===== config.mk =====
export PLATFORM = sky130hd
export DESIGN_NAME = param_fifo
export DESIGN_NICKNAME = d
export VERILOG_FILES = /design/src/rtl/fifo_pkg.sv /design/src/rtl/fifo_mem.sv /design/src/rtl/param_fifo.sv
export SDC_FILE = /design/constraint.sdc
export NUM_CORES = 1
export LEC_CHECK = 0
export CORE_AREA = 10 10 159 161
export DETAILED_ROUTE_END_ITERATION = 10
export DIE_AREA = 0 0 169 171
export MAX_ROUTING_LAYER = met4
export PLACE_DENSITY = 0.69
export REMOVE_ABC_BUFFERS = 1
export SLEW_MARGIN = 20
export SYNTH_ARGS = -nofsm -noshare
export SYNTH_HDL_FRONTEND = slang
export SYNTH_HIERARCHICAL = 1
export SYNTH_SLANG_ARGS = --single-unit

===== constraint.sdc =====
create_clock -name clk -period 5.85 [get_ports clk]
set_input_delay 1.755 -clock clk [delete_from_list [all_inputs] [get_ports clk]]
set_output_delay 1.755 -clock clk [all_outputs]
set_load 0.005 [all_outputs]

===== src/rtl/fifo_pkg.sv =====
`default_nettype none
// ============================================================================
// Module   : fifo_pkg
// Brief    : Shared constants and helper function for the parametrised FIFO.
// Revision : 1.0 - initial release
// ============================================================================
package fifo_pkg;

    localparam int c_DEFAULT_DWIDTH = 32;
    localparam int c_DEFAULT_DEPTH  = 8;

    // Ceiling log2, evaluated at elaboration time for pointer widths.
    function automatic int clog2(input int value);
        int res;
        res = 0;
        for (int i = 0; i < 31; i++) begin
            if ((1 << i) < value) begin
                res = i + 1;
            end
        end
        return res;
    endfunction

endpackage : fifo_pkg
`default_nettype wire


===== src/rtl/fifo_mem.sv =====
`default_nettype none
// ============================================================================
// Module   : fifo_mem
// Brief    : DEPTH x DWIDTH storage array, synchronous write, async read.
// Revision : 1.0 - initial release
// ============================================================================
module fifo_mem
    import fifo_pkg::*;
#(
    parameter int DWIDTH = c_DEFAULT_DWIDTH,
    parameter int AW     = clog2(c_DEFAULT_DEPTH)
) (
    input  logic              clk,
    input  logic              i_wr_en,
    input  logic [AW-1:0]     i_wr_addr,
    input  logic [DWIDTH-1:0] i_wr_data,
    input  logic [AW-1:0]     i_rd_addr,
    output logic [DWIDTH-1:0] o_rd_data
);

    // Storage is intentionally left unreset; occupancy tracking guards reads.
    logic [DWIDTH-1:0] r_mem [0:(1<<AW)-1];

    always_ff @(posedge clk) begin
        if (i_wr_en) begin
            r_mem[i_wr_addr] <= i_wr_data;
        end
    end

    assign o_rd_data = r_mem[i_rd_addr];

endmodule : fifo_mem
`default_nettype wire


===== src/rtl/param_fifo.sv =====
`default_nettype none
// ============================================================================
// Module   : param_fifo
// Brief    : Parametrised single-clock FIFO with FWFT/registered read,
//            programmable almost flags and sticky error flags.
// Revision : 1.0 - initial release
// ============================================================================
module param_fifo
    import fifo_pkg::*;
#(
    parameter int DWIDTH        = c_DEFAULT_DWIDTH,
    parameter int DEPTH         = c_DEFAULT_DEPTH,
    parameter int AFULL_THRESH  = 6,
    parameter int AEMPTY_THRESH = 2,
    parameter int FWFT          = 1
) (
    input  logic                    clk,
    input  logic                    rstn,
    input  logic                    enq,
    input  logic [DWIDTH-1:0]       din,
    input  logic                    deq,
    output logic [DWIDTH-1:0]       dout,
    output logic                    dout_valid,
    output logic                    full,
    output logic                    empty,
    output logic                    almost_full,
    output logic                    almost_empty,
    output logic [clog2(DEPTH):0]   count,
    output logic                    overflow,
    output logic                    underflow,
    input  logic                    clr_err
);

    localparam int                c_AW         = clog2(DEPTH);
    localparam logic [c_AW:0]     c_DEPTH_CNT  = DEPTH[c_AW:0];
    localparam logic [c_AW:0]     c_AFULL_CNT  = AFULL_THRESH[c_AW:0];
    localparam logic [c_AW:0]     c_AEMPTY_CNT = AEMPTY_THRESH[c_AW:0];

    if ((DEPTH < 2) || ((DEPTH & (DEPTH - 1)) != 0)) begin : g_chk_depth
        $error("param_fifo: DEPTH must be a power of two >= 2");
    end
    if ((AFULL_THRESH < 1) || (AFULL_THRESH > DEPTH)) begin : g_chk_afull
        $error("param_fifo: AFULL_THRESH out of range 1..DEPTH");
    end
    if ((AEMPTY_THRESH < 0) || (AEMPTY_THRESH > DEPTH - 1)) begin : g_chk_aempty
        $error("param_fifo: AEMPTY_THRESH out of range 0..DEPTH-1");
    end
    if (DWIDTH < 1) begin : g_chk_dwidth
        $error("param_fifo: DWIDTH must be >= 1");
    end

    logic [c_AW:0]       r_wr_ptr;
    logic [c_AW:0]       r_rd_ptr;
    logic                r_overflow;
    logic                r_underflow;
    logic [c_AW:0]       w_count;
    logic                w_full;
    logic                w_empty;
    logic                w_deq_ok;
    logic                w_enq_ok;
    logic [DWIDTH-1:0]   w_rd_data;

    // The wrap bit makes pointer difference span 0..DEPTH, so occupancy
    // tracks enq_ok - deq_ok exactly without a separate counter.
    assign w_count  = r_wr_ptr - r_rd_ptr;
    assign w_full   = (w_count == c_DEPTH_CNT);
    assign w_empty  = (w_count == '0);
    assign w_deq_ok = deq & ~w_empty;
    assign w_enq_ok = enq & (~w_full | w_deq_ok);

    always_ff @(posedge clk or negedge rstn) begin
        if (!rstn) begin
            r_wr_ptr <= '0;
            r_rd_ptr <= '0;
        end else begin
            if (w_enq_ok) begin
                r_wr_ptr <= r_wr_ptr + 1'b1;
            end
            if (w_deq_ok) begin
                r_rd_ptr <= r_rd_ptr + 1'b1;
            end
        end
    end

    // A fresh error in the same cycle as clr_err takes priority.
    always_ff @(posedge clk or negedge rstn) begin
        if (!rstn) begin
            r_overflow  <= 1'b0;
            r_underflow <= 1'b0;
        end else begin
            if (enq & w_full & ~w_deq_ok) begin
                r_overflow <= 1'b1;
            end else if (clr_err) begin
                r_overflow <= 1'b0;
            end
            if (deq & w_empty) begin
                r_underflow <= 1'b1;
            end else if (clr_err) begin
                r_underflow <= 1'b0;
            end
        end
    end

    fifo_mem #(
        .DWIDTH (DWIDTH),
        .AW     (c_AW)
    ) u_mem (
        .clk       (clk),
        .i_wr_en   (w_enq_ok),
        .i_wr_addr (r_wr_ptr[c_AW-1:0]),
        .i_wr_data (din),
        .i_rd_addr (r_rd_ptr[c_AW-1:0]),
        .o_rd_data (w_rd_data)
    );

    if (FWFT != 0) begin : g_fwft
        assign dout       = w_empty ? '0 : w_rd_data;
        assign dout_valid = ~w_empty;
    end else begin : g_reg_read
        logic [DWIDTH-1:0] r_dout;
        logic              r_dout_valid;

        always_ff @(posedge clk or negedge rstn) begin
            if (!rstn) begin
                r_dout       <= '0;
                r_dout_valid <= 1'b0;
            end else begin
                r_dout_valid <= w_deq_ok;
                if (w_deq_ok) begin
                    r_dout <= w_rd_data;
                end
            end
        end

        assign dout       = r_dout;
        assign dout_valid = r_dout_valid;
    end

    assign count        = w_count;
    assign full         = w_full;
    assign empty        = w_empty;
    assign almost_full  = (w_count >= c_AFULL_CNT);
    assign almost_empty = (w_count <= c_AEMPTY_CNT);
    assign overflow     = r_overflow;
    assign underflow    = r_underflow;

endmodule : param_fifo
`default_nettype wire


; Word-level counts from Yosys, hierarchy flattened
; Memory sizes are Yosys's and may differ from the RTL's.
; Index checks and enable logic that the tools add are counted.
[totals]
memories = 1
input_bits = 37
word_cells = 29
reg_bits = 10
mem_bits_rw = 256
output_inout_bits = 43
[mem_list]
columns = name, depth, word_bits, read_ports, rd_ports_with_merged_regs, write_ports, line_no
row1 = u_mem.r_mem, 8, 32, 1, 0, 1, fifo_mem.sv:22  ; logic [DWIDTH-1:0] r_mem [0:(1<<AW)-1];
[op_classes]
n_eq_ne = 1
n_lt_le_gt_ge = 2
muxes = 6
add_sub_neg = 3
bitwise = 9
reduce_logical = 3
[op_table]
columns = operator, count
row1 = 32-bit 2-to-1 mux, 1
row2 = 4-bit by 1-bit adder with 4-bit output (second input constant), 2
row3 = 1-bit AND, 5
row4 = 1-bit 2-to-1 mux, 5
row5 = 4-bit == test (second input constant), 1
row6 = 4-bit by 3-bit >= comparator with 1-bit output (second input constant), 1
row7 = 4-bit by 2-bit <= comparator with 1-bit output (second input constant), 1
row8 = 4-bit logical NOT, 1
row9 = 2-bit nonzero test, 2
row10 = 4-bit subtractor, 1
row11 = 1-bit inverter, 3
row12 = 1-bit bitwise OR, 1

; Logic depth before layout (Yosys ltp)
[depth]
word_depth = 8
depth_mapped = 11
mapped_depth_nobuf = 10

; Modules after synthesis
; Netlist, hierarchy kept.
[modules_own_cells]
columns = mod, seq_area_each_um2, cells_per_inst, area_each_um2, n_inst
row1 = fifo_mem, 7687.4, 383, 9825.7, 1
row2 = param_fifo, 250.2, 119, 1036.0, 1

; Worst setup path before layout
; No wires, ideal clock.
[synth_timing]
path_type = input to register
from = input enq
to = memory u_mem/r_mem[0][0] (netlist name) (enable)
path_stages = 4
path_slack_ps = 1099
required_ps = 5389
arrival_time_ps = 4290
setup_ps = 461
path_buffers = 0
cell_sequence = inv_1 -> nor2_1 -> nand2b_1 -> nor3_1
[synth_between]
elab_chain_len = 3
[synth_lines]
columns = element, line_no
row1 = "start, declared", param_fifo.sv:19  ; input logic enq,
row2 = 1-bit AND, param_fifo.sv:69  ; assign w_enq_ok = enq & (~w_full | w_deq_ok);
row3 = named net w_enq_ok, param_fifo.sv:60  ; logic w_enq_ok;
row4 = 1-bit 2-to-1 mux, fifo_mem.sv:25  ; if (i_wr_en) begin
row5 = 1-bit 2-to-1 mux (not written as such), fifo_mem.sv:26  ; r_mem[i_wr_addr] <= i_wr_data;
row6 = "end, declared", fifo_mem.sv:22
; The timed path passes the listed nets, and every way through them passes these cells.

; Worst setup path after layout
[layout_timing]
from = register r_wr_ptr[0]
to = output dout[31]
[layout_between]
elab_chain_len = 3
[layout_lines]
columns = element, line_no
row1 = "start, declared", param_fifo.sv:52  ; logic [c_AW:0] r_wr_ptr;
row2 = "start signal, assigned", param_fifo.sv:77  ; r_wr_ptr <= r_wr_ptr + 1'b1;
row3 = 4-bit subtractor, param_fifo.sv:65  ; assign w_count = r_wr_ptr - r_rd_ptr;
row4 = 4-bit logical NOT, param_fifo.sv:67  ; assign w_empty = (w_count == '0);
row5 = 32-bit 2-to-1 mux, param_fifo.sv:117  ; assign dout = w_empty ? '0 : w_rd_data;
row6 = "end, declared", param_fifo.sv:22  ; output logic [DWIDTH-1:0] dout,
; No other way between the ends.

==> impl_summary.md <==
Logic synthesis
The cell area after synthesis is 0.01086 mm^2. The count of cell types in the netlist is 48. Summing the sequential cell areas from Yosys gives between 70% and 80% of the chip area.

The portion of synthesized area spent on multiplexers is 18.11%. For this run, the number of Yosys warnings is 6. The number of storage elements in the synthesis netlist is between 200 and 300. The number of instances in the synthesized netlist is 502. The main combinational cell family by area after synthesis is multiplexers. Summing the areas of all xor and xnor instances in the mapped netlist gives less than 1% of the synthesized area.

After Yosys synthesis, full adders, half adders and majority gates account for 0.7603% of the synthesized area. The synthesized-area fraction occupied by and/or/nand/nor cells is roughly 3.8%. The post-synthesis compound-gate area fraction is roughly 1.8%. Each instance of the synthesized netlist takes up on average between 20 and 25 um^2.

STA
The number of endpoints failing setup at the final stage is 0. The worst hold slack is approximately 0.50 ns. Across the routed clock network, the largest skew measured is 0.01342 ns. The final worst-path cycle share is 94.94%. The number of max-slew violations in the final report is 0. The final-report hold violation count was 0. Subtracting the final worst setup slack from the clock period gives 5.554 ns. For the pin with the worst max-slew slack, the measured transition is between 0.9 and 1 ns. Setup repair after global routing left no endpoint under its margin. The worst relative slew slack is a little under two fifths. Static timing analysis puts the maximum clock frequency at 180.0 MHz.

Placed design
Detailed placement ended at an HPWL of between 10000 and 15000 um. The congestion estimate from routability-driven global placement came to about 0.77. Buffers placed on the I/O ports in this run total 79.

Floorplan
The floorplan step defined a die boundary enclosing around 0.029 mm^2. The vertical die dimension is 171 um. The die outline width is between 150 and 200 um.

In this run the count of I/O pins placed on the die edge is 80. In this run the standard cell core region covers around 0.022 mm^2. The initial core utilization is approximately half.

The floorplan has between 50 and 60 rows.

Pwr
The areal power density over the cells is 535.1 mW/mm^2. The analysis attributes to cell leakage a power of approximately 4.2 nW. The maximum vdd drop is between 0.0004 and 0.0005 V. The total chip power is around 6.9 mW.

Drt
The total met2 wirelength after detailed routing is around 10000 um. For this run, the detailed router's first-pass iteration total came to 4. The post-detailed-route via-to-cell ratio is about 5.7. The detailed router's first-iteration violation count is between 300 and 400. The highest metal layer with signal wires is met4. Wires add up to between 20000 and 25000 um. The routed design uses roughly 1100 um of met3 wire. The post-route antenna net violation count is 0.

For this run, design rule violations remaining after detail routing come to 0. The total number of vias is 5168. The wire length per cell after detailed routing is between 20 and 25 um. The wire length the detailed router placed on met1 is 9730 um.

Job
The number of maximum-capacitance violations is 0.

Critical path
STA classifies the critical path startpoint as a flop. The critical path's largest stage delay is 0.54 ns. On the critical path, the stage with the largest delay is an instance of sky130_fd_sc_hd__dfrtp_1. The highest fanout seen on the critical path is 18.

Data arrives at the worst endpoint at approximately 3.8 ns. By instance count, the cell type seen most on the critical path is sky130_fd_sc_hd__inv_1. The critical path endpoint category is an output pin. By startpoint and endpoint, the worst setup path is classified as reg -> out. STA puts the critical path data required time at just over 4 ns. The critical path goes through inv_1 -> ha_1 -> inv_1 -> fa_1 -> nand2b_1 -> nor2_2 -> nand3_2 -> buf_4 -> and2_1 -> clkdlybuf4s50_1.

Clock tree
The clock transition at the registers of the reported paths is ~0.060 ns. Post-CTS repair changed the size of 0 cells. The post-CTS setup buffer count is 0. The number of hold-repair buffers added at the cts stage is 0.

The clock sink total is roughly 270. The clock latency at the later pin of the worst-skew pair is 0.52 ns. The clock buffer count from CTS is 27.

CTS built an H-tree with a depth of 1. The TritonCTS clock tree is yes. The maximum clock path buffer count is 3.

The clock root buffer is sky130_fd_sc_hd__clkbuf_16.

Global route
The final global-route overflow total is 0. The number of antenna violations at the first check in global routing is 1. The first global-routing pass estimated around 33000 um of wire. Entering global routing, the biggest net connects 67 pins. Across every metal layer, demand over resource in global routing totals 15.26%. The via count of the first global-routing pass is 5443.

Hold path
The path class of the tightest hold or removal check is reg -> reg.

Layout
The net total in the final layout is 647. At the end of the flow the core is filled with cells to a little under 60%. The relative area change from synthesis to final layout is 18.11%.

The proportion of layout cells with a drive suffix above 1 is about a fifth.

Run status
The run finished with clean final reports.
## final timing paths
kind	from	to	slack, ns	cells after the start
setup / recovery	r_wr_ptr[0]	dout[31]	0.30	10
min in group asynchronous	rstn	underflow	1.57	1
max in group asynchronous	rstn	r_rd_ptr[0]	3.91	1
hold / removal	underflow	underflow	0.50	1
setup reg to reg	r_wr_ptr[0]	u_mem/r_mem[3][25]	2.02	11
hold reg to reg	underflow	underflow	0.50	1
## power by group
group          leakage [nW]  switching [mW]  internal, mW
sequential             2.44          0.0908          2.41
combinational          1.42            1.30          1.53
clock                 0.379           0.644         0.885
## through the flow
step	setup slack (ns)	TNS, ns	cells	area, um^2
floorplan	-0.7748	-50.15	479	10700
global placement	0.9198	0	860	12050
detailed placement	0.8572	0	860	12050
CTS	0.2809	0	906	12830
global route	0.02127	0	907	12830
finish	0.2958	0	907	12830
## state kept, by name, summed over array words and instances, names as in the netlist
signal,cells
u_mem/r_mem,256
r_rd_ptr,4
r_wr_ptr,4
overflow,1
underflow,1
## final cells by class
cell class | count | area (um^2)
repair buffers | 96 | 930.9
multi-input cells | 202 | 2776
inverters | 11 | 41.29
fillers | 1641 | 9399
diodes | 1 | 2.502
clock buffers | 36 | 709.4
clock inverters | 10 | 67.56
flip-flops and latches | 266 | 7944
well taps | 285 | 356.6
## routing by layer
metal  GRT usage, %  vias up
met5              -        -
met4          3.640        0
met3          2.707       33
met2          24.34      124
met1          20.21     2714
li1               -     2297
## critical path, delay by kind of cell, from the launching register on
kind | cells | cell delay (ns)
AND/OR/NAND/NOR | 4 | 1.02
buffers and inverters | 4 | 1.00
adder cells (fa/ha/maj) | 2 | 0.68
flip-flops | 1 | 0.54
## cell usage after synthesis (all sizes together)
| cell type | number | area [um^2] |
|---|---|---|
| o2111ai | 4 | 35.03 |
| or3 | 1 | 6.260 |
| xor2 | 2 | 25.03 |
| a211oi | 2 | 27.53 |
| nand2 | 10 | 37.54 |
| nor3 | 5 | 36.29 |
| nand4 | 2 | 12.51 |
| and3b | 1 | 10.01 |
| fa | 1 | 20.02 |
| o2bb2ai | 1 | 8.760 |
| a21oi | 2 | 13.76 |
| o311ai | 1 | 16.27 |
| nand3 | 4 | 25.02 |
| o21ai | 2 | 13.76 |
| xnor2 | 4 | 35.03 |
| or2 | 1 | 6.260 |
| inv | 11 | 41.29 |
| nand3b | 1 | 7.510 |
| a221oi | 1 | 8.760 |
| nor4 | 1 | 6.260 |
| dfrtp | 10 | 250.2 |
| nor2 | 11 | 43.80 |
| o211ai | 3 | 22.52 |
| o31ai | 1 | 21.27 |
| a22o | 1 | 8.760 |
| clkbuf | 3 | 13.76 |
| nand2b | 4 | 25.02 |
| edfxtp | 256 | 7687 |
| a21o | 1 | 8.760 |
| ha | 5 | 62.56 |
| and2 | 32 | 200.2 |
| mux2 | 33 | 375.4 |
| a221o | 1 | 10.01 |
| buf | 20 | 147.6 |
| mux4 | 64 | 1592 |
## cell families (layout without fill, tap and decap cells)
| logic type | after synthesis | after routing |
|---|---|---|
| compound gates | 20 | 20 |
| other cells | 0 | 1 |
| buf+inv | 34 | 153 |
| simple gates | 73 | 73 |
| flops | 266 | 266 |
| xor+xnor | 6 | 6 |
| mux | 97 | 97 |
| fa+ha+maj | 6 | 6 |
## cells in the final DEF, fill, tap and decap left out, types with 4 or more instances in the layout
cell type                         count
sky130_fd_sc_hd__inv_1               11
sky130_fd_sc_hd__nand2_1             10
sky130_fd_sc_hd__nor2_1               4
sky130_fd_sc_hd__edfxtp_1           256
sky130_fd_sc_hd__o2111ai_1            4
sky130_fd_sc_hd__mux2_2              32
sky130_fd_sc_hd__clkinv_1             6
sky130_fd_sc_hd__ha_1                 5
sky130_fd_sc_hd__xnor2_1              4
sky130_fd_sc_hd__nand2b_1             4
sky130_fd_sc_hd__mux4_2              24
sky130_fd_sc_hd__nor2_4               6
sky130_fd_sc_hd__clkdlybuf4s50_1     79
sky130_fd_sc_hd__dfrtp_1              7
sky130_fd_sc_hd__clkbuf_16           27
sky130_fd_sc_hd__clkbuf_1             9
sky130_fd_sc_hd__buf_4               16
sky130_fd_sc_hd__mux4_1              40
sky130_fd_sc_hd__and2_1              32
Power figures use the tool's default switching activity.
==> edit, RTL diff (config.mk and constraints unchanged) <==
Set the package constant `c_DEFAULT_DWIDTH` to 48 (it was 32).
--- a/src/rtl/fifo_pkg.sv
+++ b/src/rtl/fifo_pkg.sv
@@ -6,7 +6,7 @@
 // ============================================================================
 package fifo_pkg;
 
-    localparam int c_DEFAULT_DWIDTH = 32;
+    localparam int c_DEFAULT_DWIDTH = 48;
     localparam int c_DEFAULT_DEPTH  = 8;
 
     // Ceiling log2, evaluated at elaboration time for pointer widths.
Ports: changed (resized din and dout); port bits go from 80 to 112. The function was not compared with the original's and may differ.
==> edit against the original RTL <==
- count of clock-buffer cells in the layout increased by 8
- final cell count increased by 27%
- synthesized cell count increased by 40%
- sequential cell count increased by 128
- setup slack improved by 360 ps
- routed wire length increased by 53%
- die area unchanged
- cell area increased by 44%
- clock power increased by 52%
- total power increased by 49%
- area after synthesis increased by 46%
- critical path depth unchanged
- via count increased by 44%
- largest cell class unchanged
==> edit: results (changes against the original RTL) <==
[metrics] share of flip-flops with an asynchronous set or reset: 2.54% (was 3.76%)
[metrics] sequential-to-total area share from yosys stat: 74.5% (was 73.1%)
[metrics] WL met2: 17600 um (was 10400 um)
[metrics] actual transition at the worst max-transition pin: 883 ps (was 945 ps)
[metrics] area share of buffers outside the clock network: 7.00% (was 7.26%)
[metrics] worst hold margin: 515 ps (was 503 ps)
[metrics] clk tree area frac: 6.36% (was 6.06%)
[metrics] Inst Count DP: 1086 (was 860)
[metrics] outcome: finished, final reports clean (unchanged)
[metrics] registers with the most flip-flops: u_mem/r_mem (384), r_rd_ptr (4), r_wr_ptr (4) (was u_mem/r_mem (256), r_rd_ptr (4), r_wr_ptr (4))
[metrics] number of H-tree branching levels: 2 (was 1)
[metrics] number of vias per cell after detailed routing: 6.47 (was 5.70)
[metrics] Non-Clock Buffer Count: 130 (was 96)
[metrics] XOR/XNOR Fraction of Synth Area: 0.380% (was 0.553%)
[metrics] Final Critical Period: 5200 ps (was 5550 ps)
[metrics] worst-case vdd ir drop: 0.000567 V (was 0.000413 V)
[metrics] global-route wire length before repair: 50300 um (was 32900 um)
[metrics] Worst R2R Setup Slack: 2040 ps (was 2020 ps)
[metrics] worst setup path endpoint: dout[14] (was dout[31])
[metrics] routed length per placed instance: 28.6 um (was 23.7 um)
[metrics] Placement Setup Slack: 1240 ps (was 857 ps)
[metrics] post-route clock skew: 23.0 ps (was 13.4 ps)
[metrics] met2 usage: 39.9% (was 24.3%)
[metrics] number of buffers inserted during clock tree synthesis: 38 (was 27)
[metrics] register share of the cell area: 63.9% (was 61.9%)
[metrics] signal arrival time at the worst endpoint: 3440 ps (was 3800 ps)
[metrics] top fanout value on the critical path: 28 (was 18)
edit: cell types whose count changed in the layout (fill, tap and decap cells not counted), sizes merged:
| cell | before | now |
|---|---|---|
| clkdlybuf4s50 | 79 | 111 |
| buf | 17 | 19 |
| and2 | 32 | 48 |
| bufinv | 1 | 3 |
| mux2 | 33 | 49 |
| edfxtp | 256 | 384 |
| clkbuf | 36 | 44 |
| clkinvlp | 0 | 1 |
| a22o | 1 | 2 |
| clkinv | 9 | 17 |
| inv | 11 | 12 |
| mux4 | 64 | 96 |
| o2bb2ai | 1 | 0 |
edit: metrics by stage:
step	instance area [um2]	utilization, %
6_report	18400	83.0
5_1_grt	18400	83.0
4_1_cts	18400	83.0
3_5_place_dp	17300	77.7
3_3_place_gp	17300	77.7
2_1_floorplan	15600	-
edit: power breakdown:
part	switching [mW]	total, mW	internal, mW
combinational	1.88	4.19	2.31
sequential	0.172	3.75	3.57
clock	0.976	2.32	1.35
